$ cat config.mk
export PLATFORM = sky130hd
export DESIGN_NAME = kernel_sequencer
export DESIGN_NICKNAME = d
export VERILOG_FILES = /design/src/rtl/kernel_sequencer_pkg.sv /design/src/rtl/kernel_sequencer_csr.sv /design/src/rtl/kernel_sequencer.sv
export SDC_FILE = /design/constraint.sdc
export NUM_CORES = 1
export LEC_CHECK = 0
export ABC_AREA = 1
export CAP_MARGIN = 25
export CORE_ASPECT_RATIO = 0.8
export CORE_MARGIN = 3
export CORE_UTILIZATION = 44
export CTS_CLUSTER_DIAMETER = 200
export DETAILED_ROUTE_END_ITERATION = 10
export GPL_TIMING_DRIVEN = 0
export HOLD_SLACK_MARGIN = 0.15
export PLACE_DENSITY = 0.8
export SLEW_MARGIN = 20
export SYNTH_ARGS = -nofsm -noshare
export SYNTH_HDL_FRONTEND = slang
export SYNTH_SLANG_ARGS = --single-unit
$ cat constraint.sdc
create_clock -name clk_clk -period 3.65 [get_ports clk_clk]
set_clock_uncertainty 0.1 [all_clocks]
set_input_delay 0.73 -clock clk_clk [delete_from_list [all_inputs] [get_ports clk_clk]]
set_output_delay 0.73 -clock clk_clk [all_outputs]
set_load 0.01 [all_outputs]
$ cat src/rtl/kernel_sequencer_pkg.sv
// kernel_sequencer shared definitions: register map, CTRL/STATUS bit
// positions, feed FSM states and the LENGTH saturation helper.
package kernel_sequencer_pkg;

    localparam int ADDR_W = 8;
    localparam int DATA_W = 32;
    localparam int LEN_W  = 9;

    localparam logic [LEN_W-1:0] MAX_LENGTH = 9'd256;

    localparam logic [ADDR_W-1:0] REG_CTRL     = 8'h00;
    localparam logic [ADDR_W-1:0] REG_STATUS   = 8'h01;
    localparam logic [ADDR_W-1:0] REG_LENGTH   = 8'h02;
    localparam logic [ADDR_W-1:0] REG_BASE_IN  = 8'h03;
    localparam logic [ADDR_W-1:0] REG_BASE_OUT = 8'h04;
    localparam logic [ADDR_W-1:0] REG_RES_CNT  = 8'h05;
    localparam logic [ADDR_W-1:0] REG_CYCLES   = 8'h06;

    localparam int CTRL_START  = 0;
    localparam int CTRL_ABORT  = 1;
    localparam int CTRL_IRQ_EN = 2;

    localparam int STAT_BUSY    = 0;
    localparam int STAT_DONE    = 1;
    localparam int STAT_ABORTED = 2;

    typedef enum logic [2:0] {
        S_IDLE,
        S_ISSUE,
        S_CAPTURE,
        S_PRESENT,
        S_DRAIN
    } feed_state_t;

    function automatic logic [LEN_W-1:0] sat_length(input logic [DATA_W-1:0] v);
        return (v > 32'(MAX_LENGTH)) ? MAX_LENGTH : v[LEN_W-1:0];
    endfunction

endpackage

$ cat src/rtl/kernel_sequencer_csr.sv
// kernel_sequencer register block: write decode, sticky DONE/ABORTED,
// configuration registers, registered readback (latency 1) and irq.
// Ports: ctrl_* register bus; busy/start_go/set_done/set_aborted and
// result_count/cycles from the sequencer; start_req/abort_req pulses and
// length/base_in/base_out configuration back to it; irq out.
module kernel_sequencer_csr
    import kernel_sequencer_pkg::*;
(
    input  logic              clk,
    input  logic              rst_n,
    input  logic [ADDR_W-1:0] ctrl_address,
    input  logic              ctrl_read,
    input  logic              ctrl_write,
    input  logic [DATA_W-1:0] ctrl_writedata,
    output logic [DATA_W-1:0] ctrl_readdata,
    input  logic              busy,
    input  logic              start_go,
    input  logic              set_done,
    input  logic              set_aborted,
    input  logic [LEN_W-1:0]  result_count,
    input  logic [DATA_W-1:0] cycles,
    output logic              start_req,
    output logic              abort_req,
    output logic [LEN_W-1:0]  length,
    output logic [ADDR_W-1:0] base_in,
    output logic [ADDR_W-1:0] base_out,
    output logic              irq
);

    logic wr_ctrl;
    logic wr_status;
    logic wr_length;
    logic wr_base_in;
    logic wr_base_out;
    logic irq_en;
    logic done;
    logic aborted;
    logic [DATA_W-1:0] rd_mux;

    always_comb begin
        wr_ctrl     = 1'b0;
        wr_status   = 1'b0;
        wr_length   = 1'b0;
        wr_base_in  = 1'b0;
        wr_base_out = 1'b0;
        if (ctrl_write) begin
            unique case (1'b1)
                (ctrl_address == REG_CTRL):     wr_ctrl     = 1'b1;
                (ctrl_address == REG_STATUS):   wr_status   = 1'b1;
                (ctrl_address == REG_LENGTH):   wr_length   = 1'b1;
                (ctrl_address == REG_BASE_IN):  wr_base_in  = 1'b1;
                (ctrl_address == REG_BASE_OUT): wr_base_out = 1'b1;
                default: ;
            endcase
        end
    end

    // ABORT dominates: a combined START|ABORT write never launches a job.
    assign start_req = wr_ctrl & ctrl_writedata[CTRL_START]
                     & ~ctrl_writedata[CTRL_ABORT];
    assign abort_req = wr_ctrl & ctrl_writedata[CTRL_ABORT];

    assign irq = done & irq_en;

    always_ff @(posedge clk) begin
        if (!rst_n) begin
            irq_en   <= 1'b0;
            done     <= 1'b0;
            aborted  <= 1'b0;
            length   <= '0;
            base_in  <= '0;
            base_out <= '0;
        end else begin
            if (wr_ctrl)
                irq_en <= ctrl_writedata[CTRL_IRQ_EN];
            // A zero-length START both clears and sets DONE; setting wins.
            if (set_done)
                done <= 1'b1;
            else if (start_go)
                done <= 1'b0;
            else if (wr_status && ctrl_writedata[STAT_DONE])
                done <= 1'b0;
            if (set_aborted)
                aborted <= 1'b1;
            else if (start_go)
                aborted <= 1'b0;
            if (!busy) begin
                if (wr_length)
                    length <= sat_length(ctrl_writedata);
                if (wr_base_in)
                    base_in <= ctrl_writedata[ADDR_W-1:0];
                if (wr_base_out)
                    base_out <= ctrl_writedata[ADDR_W-1:0];
            end
        end
    end

    always_comb begin
        rd_mux = '0;
        unique case (1'b1)
            (ctrl_address == REG_CTRL):
                rd_mux[CTRL_IRQ_EN] = irq_en;
            (ctrl_address == REG_STATUS): begin
                rd_mux[STAT_BUSY]    = busy;
                rd_mux[STAT_DONE]    = done;
                rd_mux[STAT_ABORTED] = aborted;
            end
            (ctrl_address == REG_LENGTH):
                rd_mux[LEN_W-1:0] = length;
            (ctrl_address == REG_BASE_IN):
                rd_mux[ADDR_W-1:0] = base_in;
            (ctrl_address == REG_BASE_OUT):
                rd_mux[ADDR_W-1:0] = base_out;
            (ctrl_address == REG_RES_CNT):
                rd_mux[LEN_W-1:0] = result_count;
            (ctrl_address == REG_CYCLES):
                rd_mux = cycles;
            default: ;
        endcase
    end

    always_ff @(posedge clk) begin
        if (!rst_n)
            ctrl_readdata <= '0;
        else if (ctrl_read)
            ctrl_readdata <= rd_mux;
    end

endmodule

$ cat src/rtl/kernel_sequencer.sv
// kernel_sequencer: streams LENGTH words from the input buffer into a
// kernel and writes its results to the output buffer, then flags DONE.
// Ports: clk_clk/reset_reset_n (sync, active-low); ctrl_* HPS register
// port; in_ram_* input buffer read; out_ram_* output buffer write;
// k_in_* / k_out_* kernel streams; k_flush abort pulse; irq.
// Option: KERNEL_SEQUENCER_CYCLE_COUNT_EN enables the BUSY cycle counter.
module kernel_sequencer
    import kernel_sequencer_pkg::*;
(
    input  logic              clk_clk,
    input  logic              reset_reset_n,
    input  logic [ADDR_W-1:0] ctrl_address,
    input  logic              ctrl_read,
    input  logic              ctrl_write,
    input  logic [DATA_W-1:0] ctrl_writedata,
    output logic [DATA_W-1:0] ctrl_readdata,
    output logic [ADDR_W-1:0] in_ram_address,
    input  logic [DATA_W-1:0] in_ram_readdata,
    output logic [ADDR_W-1:0] out_ram_address,
    output logic              out_ram_write,
    output logic [DATA_W-1:0] out_ram_writedata,
    output logic              k_in_valid,
    input  logic              k_in_ready,
    output logic [DATA_W-1:0] k_in_data,
    input  logic              k_out_valid,
    output logic              k_out_ready,
    input  logic [DATA_W-1:0] k_out_data,
    output logic              k_flush,
    output logic              irq
);

    feed_state_t state;
    feed_state_t state_nxt;

    logic [LEN_W-1:0]  rd_cnt;
    logic [LEN_W-1:0]  rd_cnt_inc;
    logic [LEN_W-1:0]  wr_cnt;
    logic [LEN_W-1:0]  wr_cnt_nxt;
    logic [LEN_W-1:0]  length;
    logic [ADDR_W-1:0] base_in;
    logic [ADDR_W-1:0] base_out;
    logic [DATA_W-1:0] operand;
    logic [DATA_W-1:0] cycles;

    logic busy;
    logic start_req;
    logic abort_req;
    logic start_go;
    logic abort_go;
    logic set_done;
    logic in_fire;
    logic out_fire;
    logic all_written;

    kernel_sequencer_csr u_csr (
        .clk            (clk_clk),
        .rst_n          (reset_reset_n),
        .ctrl_address   (ctrl_address),
        .ctrl_read      (ctrl_read),
        .ctrl_write     (ctrl_write),
        .ctrl_writedata (ctrl_writedata),
        .ctrl_readdata  (ctrl_readdata),
        .busy           (busy),
        .start_go       (start_go),
        .set_done       (set_done),
        .set_aborted    (abort_go),
        .result_count   (wr_cnt),
        .cycles         (cycles),
        .start_req      (start_req),
        .abort_req      (abort_req),
        .length         (length),
        .base_in        (base_in),
        .base_out       (base_out),
        .irq            (irq)
    );

    assign busy        = (state != S_IDLE);
    assign k_in_valid  = (state == S_PRESENT);
    assign k_in_data   = operand;
    assign in_fire     = k_in_valid & k_in_ready;
    assign k_out_ready = busy & (wr_cnt < length);
    assign out_fire    = k_out_valid & k_out_ready;
    assign rd_cnt_inc  = rd_cnt + 9'd1;
    assign wr_cnt_nxt  = wr_cnt + {8'd0, out_fire};

    // Look at the post-write count so DONE lands the cycle after the
    // last result write rather than one cycle later.
    assign all_written = (wr_cnt_nxt == length);

    // Addresses wrap naturally in 8 bits; idle values are held at zero.
    assign in_ram_address    = (state == S_ISSUE) ? base_in + rd_cnt[7:0] : '0;
    assign out_ram_write     = out_fire;
    assign out_ram_address   = out_fire ? base_out + wr_cnt[7:0] : '0;
    assign out_ram_writedata = out_fire ? k_out_data : '0;

    always_comb begin
        state_nxt = state;
        start_go  = 1'b0;
        abort_go  = 1'b0;
        set_done  = 1'b0;
        if (busy && abort_req) begin
            abort_go  = 1'b1;
            state_nxt = S_IDLE;
        end else begin
            unique case (state)
                S_IDLE: begin
                    if (start_req) begin
                        start_go = 1'b1;
                        if (length == '0)
                            set_done = 1'b1;
                        else
                            state_nxt = S_ISSUE;
                    end
                end
                S_ISSUE:   state_nxt = S_CAPTURE;
                S_CAPTURE: state_nxt = S_PRESENT;
                S_PRESENT: begin
                    if (in_fire) begin
                        if (rd_cnt_inc < length) begin
                            state_nxt = S_ISSUE;
                        end else if (all_written) begin
                            state_nxt = S_IDLE;
                            set_done  = 1'b1;
                        end else begin
                            state_nxt = S_DRAIN;
                        end
                    end
                end
                S_DRAIN: begin
                    if (all_written) begin
                        state_nxt = S_IDLE;
                        set_done  = 1'b1;
                    end
                end
                default: state_nxt = S_IDLE;
            endcase
        end
    end

    always_ff @(posedge clk_clk) begin
        if (!reset_reset_n) begin
            state   <= S_IDLE;
            rd_cnt  <= '0;
            wr_cnt  <= '0;
            operand <= '0;
            k_flush <= 1'b0;
        end else begin
            state   <= state_nxt;
            k_flush <= abort_go;
            if (start_go) begin
                rd_cnt <= '0;
                wr_cnt <= '0;
            end else begin
                if (in_fire)
                    rd_cnt <= rd_cnt_inc;
                wr_cnt <= wr_cnt_nxt;
            end
            if (state == S_CAPTURE)
                operand <= in_ram_readdata;
        end
    end

`ifdef KERNEL_SEQUENCER_CYCLE_COUNT_EN
    always_ff @(posedge clk_clk) begin
        if (!reset_reset_n)
            cycles <= '0;
        else if (start_go)
            cycles <= '0;
        else if (busy && (cycles != '1))
            cycles <= cycles + 32'd1;
    end
`else
    assign cycles = '0;
`endif

endmodule

# --- Word level (Yosys, flattened, before mapping) ---
# Index checks and enable logic that the tools add are counted.
word_totals:
  regBits: 91
  word_cells: 98
  in_bits: 110
  output_inout_bits: 117
classes:
  n_bitwise: 10
  eq_ne: 14
  addsub: 4
  mux: 41
  order_cmp: 3
  reduce_logical: 14
ops:
  columns: ["cell", "count"]
  rows:
  - ["$gt 32x9->1 const B", 1]
  - ["$mux 32", 1]
  - ["$mux 1", 25]
  - ["$pmux 5 s4", 1]
  - ["$lt 9x9->1", 2]
  - ["$mux 3", 6]
  - ["$add 8x8->8", 2]
  - ["$eq 8x2->1 const B", 2]
  - ["$eq 8x3->1 const B", 2]
  - ["$mux 8", 2]
  - ["$pmux 3 s5", 1]
  - ["$pmux 2 s5", 1]
  - ["$add 9x1->9", 1]
  - ["$add 9x1->9 const B", 1]
  - ["$eq 9x9->1", 1]
  - ["$logic_not 9->1", 1]
  - ["$mux 9", 1]
  - ["$eq 8x1->1 const B", 1]
  - ["$logic_not 8->1", 1]
  - ["$and 1x1->1", 7]
  - ["$eq 3x2->1 const B", 2]
  - ["$ne 2x2->1 const B", 3]
  - ["$pmux 1 s6", 1]
  - ["$reduce_and 2->1", 3]
  - ["other kinds (12)", 17]

# --- Depth between registers and ports, before layout ---
logic_depth:
  depth_word: 11
  mapped_depth: 23
  ltp_nobuf: 23

# --- Modules after synthesis ---
# Synthesis repeated with hierarchy kept, for this count alone.
hier_totals:
  cells_unflattened: 1005
  area_unflattened_um2: 6698.9
modules_own_cells:
  columns: ["mod", "cells_each", "area_each_um2", "seq_area_each_um2", "n_inst"]
  rows:
  - ["kernel_sequencer", 568, 3747.3, 1081.0, 1]
  - ["kernel_sequencer_csr", 437, 2951.6, 1201.2, 1]

# --- Worst setup path before layout ---
# No wires, ideal clock.
synth_path:
  kind: "reg2reg"
  from: "reg wr_cnt[2]"
  to: "reg state[0]"
  path_stages_with_launch: 23
  arrival_time_ps: 2667
  required_time_ps: 3484
  setup_time_ps: 66
  n_path_buf: 0
  path_slack_ps: 816
  synth_period_minus_slack_ps: 2834
  cell_sequence: "dfxtp_1 > ha_1 > a21oi_1 > o21ai_0 > nand2_1 > nand4_1 > inv_1 > nand2_1 > inv_1 > ha_1 > ha_1 > nand2_2 > nor2_4 > nand2_2 > nand2_2 > nand2_1 > nand2_1 > nand2_1 > nor2_2 > nand3_2 > nand2_1 > nand3_2 > a21oi_2"
synth_via:
  elab_chain_len: 7
synth_rtl:
  columns: ["item", "line_no", "source"]
  rows:
  - ["from (decl)", "kernel_sequencer.sv:37", "logic [LEN_W-1:0] wr_cnt;"]
  - ["from (signal assigned)", "kernel_sequencer.sv:156", "wr_cnt <= wr_cnt_nxt;"]
  - ["$lt 9x9->1", "kernel_sequencer.sv:81", "assign k_out_ready = busy & (wr_cnt < length);"]
  - ["$and 1x1->1", "kernel_sequencer.sv:81", null]
  - ["via k_out_ready", "kernel_sequencer.sv:26", "output logic k_out_ready,"]
  - ["$and 1x1->1", "kernel_sequencer.sv:82", "assign out_fire = k_out_valid & k_out_ready;"]
  - ["via out_ram_write", "kernel_sequencer.sv:20", "output logic out_ram_write,"]
  - ["$add 9x1->9", "kernel_sequencer.sv:84", "assign wr_cnt_nxt = wr_cnt + {8'd0, out_fire};"]
  - ["$eq 9x9->1", "kernel_sequencer.sv:88", "assign all_written = (wr_cnt_nxt == length);"]
  - ["$ne 2x2->1 (no source line)", null, null]
  - ["$reduce_and 4->1 (no source line)", null, null]
  - ["to (signal assigned)", "kernel_sequencer.sv:148", "state <= state_nxt;"]
  - ["to (decl)", "kernel_sequencer.sv:32", "feed_state_t state;"]
# The timed path passes the listed nets, and every way through them passes these cells.
# A chain may end at the register's enable or synchronous reset.

# --- Worst setup path after layout ---
layout_path:
  from: "reg u_csr.length[2]"
  to: "out out_ram_writedata[7]"
layout_via:
  elab_chain_len: 4
layout_rtl:
  columns: ["item", "line_no", "source"]
  rows:
  - ["from (decl)", "kernel_sequencer_csr.sv:24", "output logic [LEN_W-1:0] length,"]
  - ["from (signal assigned)", "kernel_sequencer_csr.sv:89", "length <= sat_length(ctrl_writedata);"]
  - ["$lt 9x9->1", "kernel_sequencer.sv:81", null]
  - ["$and 1x1->1", "kernel_sequencer.sv:81", null]
  - ["$and 1x1->1", "kernel_sequencer.sv:82", null]
  - ["$mux 32", "kernel_sequencer.sv:94", "assign out_ram_writedata = out_fire ? k_out_data : '0;"]
  - ["to (decl)", "kernel_sequencer.sv:21", "output logic [DATA_W-1:0] out_ram_writedata,"]
# No other way between the ends.

==> impl_results.md <==
* Status: finished, final reports clean
* Setup total negative slack at 0 ps
* Vias/cell at 4.98
* Cells after Synth at 819
* Postcts setup bufs at 0
* Critical Path Sink Type: output port
* Final Max Slew Viols at 0
* Final hold slack at 366 ps
* Nets at 1200
* TritonCTS clock tree: yes
* Drt first pass iters at 5
* WS Path Type: reg2out
* Worst setup path endpoint: out_ram_writedata[7]
* Worst Setup SP: u_csr.length[2]
* CP max stage delay at 570 ps
* Final worst path period share at 0.941
* Worst slew pin tran at 690 ps
* Ranking of synthesized cells by area: dfxtp_1 33%, nor2_1 11%, inv_1 7.6%, o21ai_0 7.5%, ha_1 7.4%
* Min cycle time layout at approximately 3400 ps
* Worst path depth at 11
* Clock Path Buffers at 2
* Worst R2R End: state[0]
* Vias in the first global route at 5560
* Max Cap Violations at 0
* H-tree depth at 3
* Antenna viol nets, final at 0
* CP max-delay cell: clkdlybuf4s50_1
* Post-synth design cell area at between 5000 and 6000 um2
* Power per cell area at 268 nW/um2
* Clock latency on the worst-skew pair at approximately 340 ps
* Drc violations at 0
* Synth cell count leaders: 158 x nor2_1, 113 x inv_1, 109 x nand2_1
* Worst slew margin at 0.536
* Maximum VDD drop at approximately 0.26 mV
* Die H at 107 um
* CP Max Fanout at 10
* Hold Path Class: reg2reg
* Avg Cell Area, Syn at 6.80 um2
* HPWL after DPL at 14300 um
* Flop2flop setup slack at 320 ps
* Design area at 8280 um2
* Initial core utilization at 0.455
* Flops & latches, synth at 91
* Crit path DAT at 2600 ps
* Clock root buffer: clkbuf_16
* Detailed Route WL at 18000 um
* Netlist cell types at 45
* Cell chain of the critical path: inv_2, ha_1, a21oi_1, o21ai_0, nand2_1, nand4_1, inv_2, nand2_1, buf_2, nor2_1, clkdlybuf4s50_1
* Crit path required time at 2820 ps
* Largest net degree at the start of global routing at 15
* ANT cells at 0
* Final hold violations at 0
* Synth Flop Type: dfxtp_1
* Dominant cell type by area after synthesis: dfxtp_1
* CP Buf/Inv Count at 4
* Final setup fails at 0
* I/O Buffers at about 200
* Placed cell area at 7900 um2
* Drt initial violations at about 580
* RSZ-0062 raised after global routing: false
* Ports at 227
* Placer Congestion at 0.920
* Clock-pin slew on the worst setup and hold paths at about 60 ps
* Sequential fraction of the synthesis area at 0.327
* EDFF count, synth at 0
* Core area at 12300 um2
* Synth warn at 0
* Finished Layout Cells at 1230
* Core Util, Final at 0.675
* Die X at about 130 um
* DP Worst Slack at 236 ps
* Vias after detailed routing at 6124
* Share of layout cells above drive strength 1 at 0.0831
* Async SR Flop Fraction at 0
* Largest delay contributor family on the critical path: buffers and inverters
* Crit Reg-Reg Startpoint: u_csr.length[2]
* Synthesis-to-layout area growth at 48.6%
* Yosys top cell area share at 0.327
* Row cnt at 36
* Count leader, synth: nor2_1
* First-pass GRT wire length at approximately 28000 um
* Max Freq at 291 MHz
* Overall Power at between 2 and 2.5 mW
* WL/cell at 14.6 um
* Critical path startpoint category: flop
* Multi-input gate area at 3110 um2
* Inserted Clock Buffers at 9
* Sequential cell area at between 1500 and 2000 um2
* Post-CTS Hold Buffers at 0
* Inst Count DP at roughly 1200
* Leak at 4.03 nW
* CTS sink cnt at 91
* Aggregate global-route resource usage at 0.246
* Worst reg-to-reg path cell count at 23
* Global route total overflow at 0
* Die ar. at about 14000 um2
* Initial antenna violation count at 0
* Final Worst Setup Slack at approximately 220 ps
* Fill cell count at 1041
layer usage:
layer,share of wire,global-route usage,vias to the layer above,routed length [um]
li1,-,-,3089,-
met2,0.46,0.406,277,8350
met1,0.44,0.323,2733,7850
met3,0.081,0.0558,25,1460
met4,0.020,0.0750,0,365
met5,0,0,-,0
flip-flops by register name (all words and copies together), names as in the netlist:
name / count
rd_cnt: 9
wr_cnt: 9
u_csr.aborted: 1
u_csr.length: 9
u_csr.base_in: 8
u_csr.irq_en: 1
k_in_data: 32
u_csr.done: 1
state: 3
u_csr.base_out: 8
k_flush: 1
u_csr.ctrl_readdata: 9
kinds of logic (layout without fill, tap and decap cells):
group,Yosys count,in the layout,share of synthesized area
buffers and inverters,160,378,0.130
AOI/OAI and AO/OA,170,170,0.165
DFF,91,91,0.327
xor gates and xnor gates,15,15,0.0236
adders and majority gates,35,35,0.0813
and+or+nand+nor,347,347,0.273
other,1,23,0.000673
cell usage in the layout (no fill, tap or decap), drive strengths merged, types with 3 or more instances in the layout:
cell type      synthesis  layout
clkdlybuf4s50          0     180
nor2                 166     166
nand2                116     116
inv                  114     114
dfxtp                 91      91
o21ai                 85      85
a21oi                 59      59
ha                    33      33
buf                   33      33
nand3                 29      29
conb                   1      23
clkbuf                12      23
dlymetal6s2s           0      20
nand4                 13      13
xor2                  11      11
nor4                   9       9
nor3                   8       8
o22ai                  7       7
a31oi                  5       5
xnor2                  4       4
o211ai                 3       3
dlygate4sd2            0       3
or2                    3       3
power by group:
group	internal [mW]	leakage, nW	switching [mW]
logic	0.137	3.14	0.0843
registers	0.995	0.738	0.00213
clock network	0.615	0.148	0.382
worst reg2reg max path: cells and delay by family, from the launching register on:
| kind | cells | cell delay (ps) |
|---|---|---|
| compound gates | 3 | 370 |
| fa+ha+maj | 3 | 830 |
| buf+inv | 3 | 310 |
| flops | 1 | 370 |
| simple gates | 14 | 1280 |
what timing repair did:
action                                  4_1_cts  5_1_grt
endpoints found under the setup margin       21       37
pin swaps                                     0        1
gates resized for setup                       4       35
worst min-delay path by stage:
stage	start	cells after the start	endpoint	slack, ps
after detailed placement	u_csr.ctrl_readdata[3]	2	u_csr.ctrl_readdata[3]	360
after CTS	u_csr.ctrl_readdata[3]	2	u_csr.ctrl_readdata[3]	370
after global placement	u_csr.ctrl_readdata[6]	2	u_csr.ctrl_readdata[6]	360
final	u_csr.ctrl_readdata[3]	2	u_csr.ctrl_readdata[3]	370
after floorplan	u_csr.base_out[3]	2	u_csr.base_out[3]	350
after global routing	u_csr.aborted	2	u_csr.aborted	390
layout make-up:
cell class | instances | share of cell area
clock buffers | 11 | 0.0293
flip-flops and latches | 91 | 0.222
plain buffers | 45 | 0.0351
well taps | 171 | 0.0259
clock inverters | 4 | 0.00907
multi-input cells | 590 | 0.376
inverters | 115 | 0.0522
repair buffers | 203 | 0.251
(Power assumes the default switching activity.)
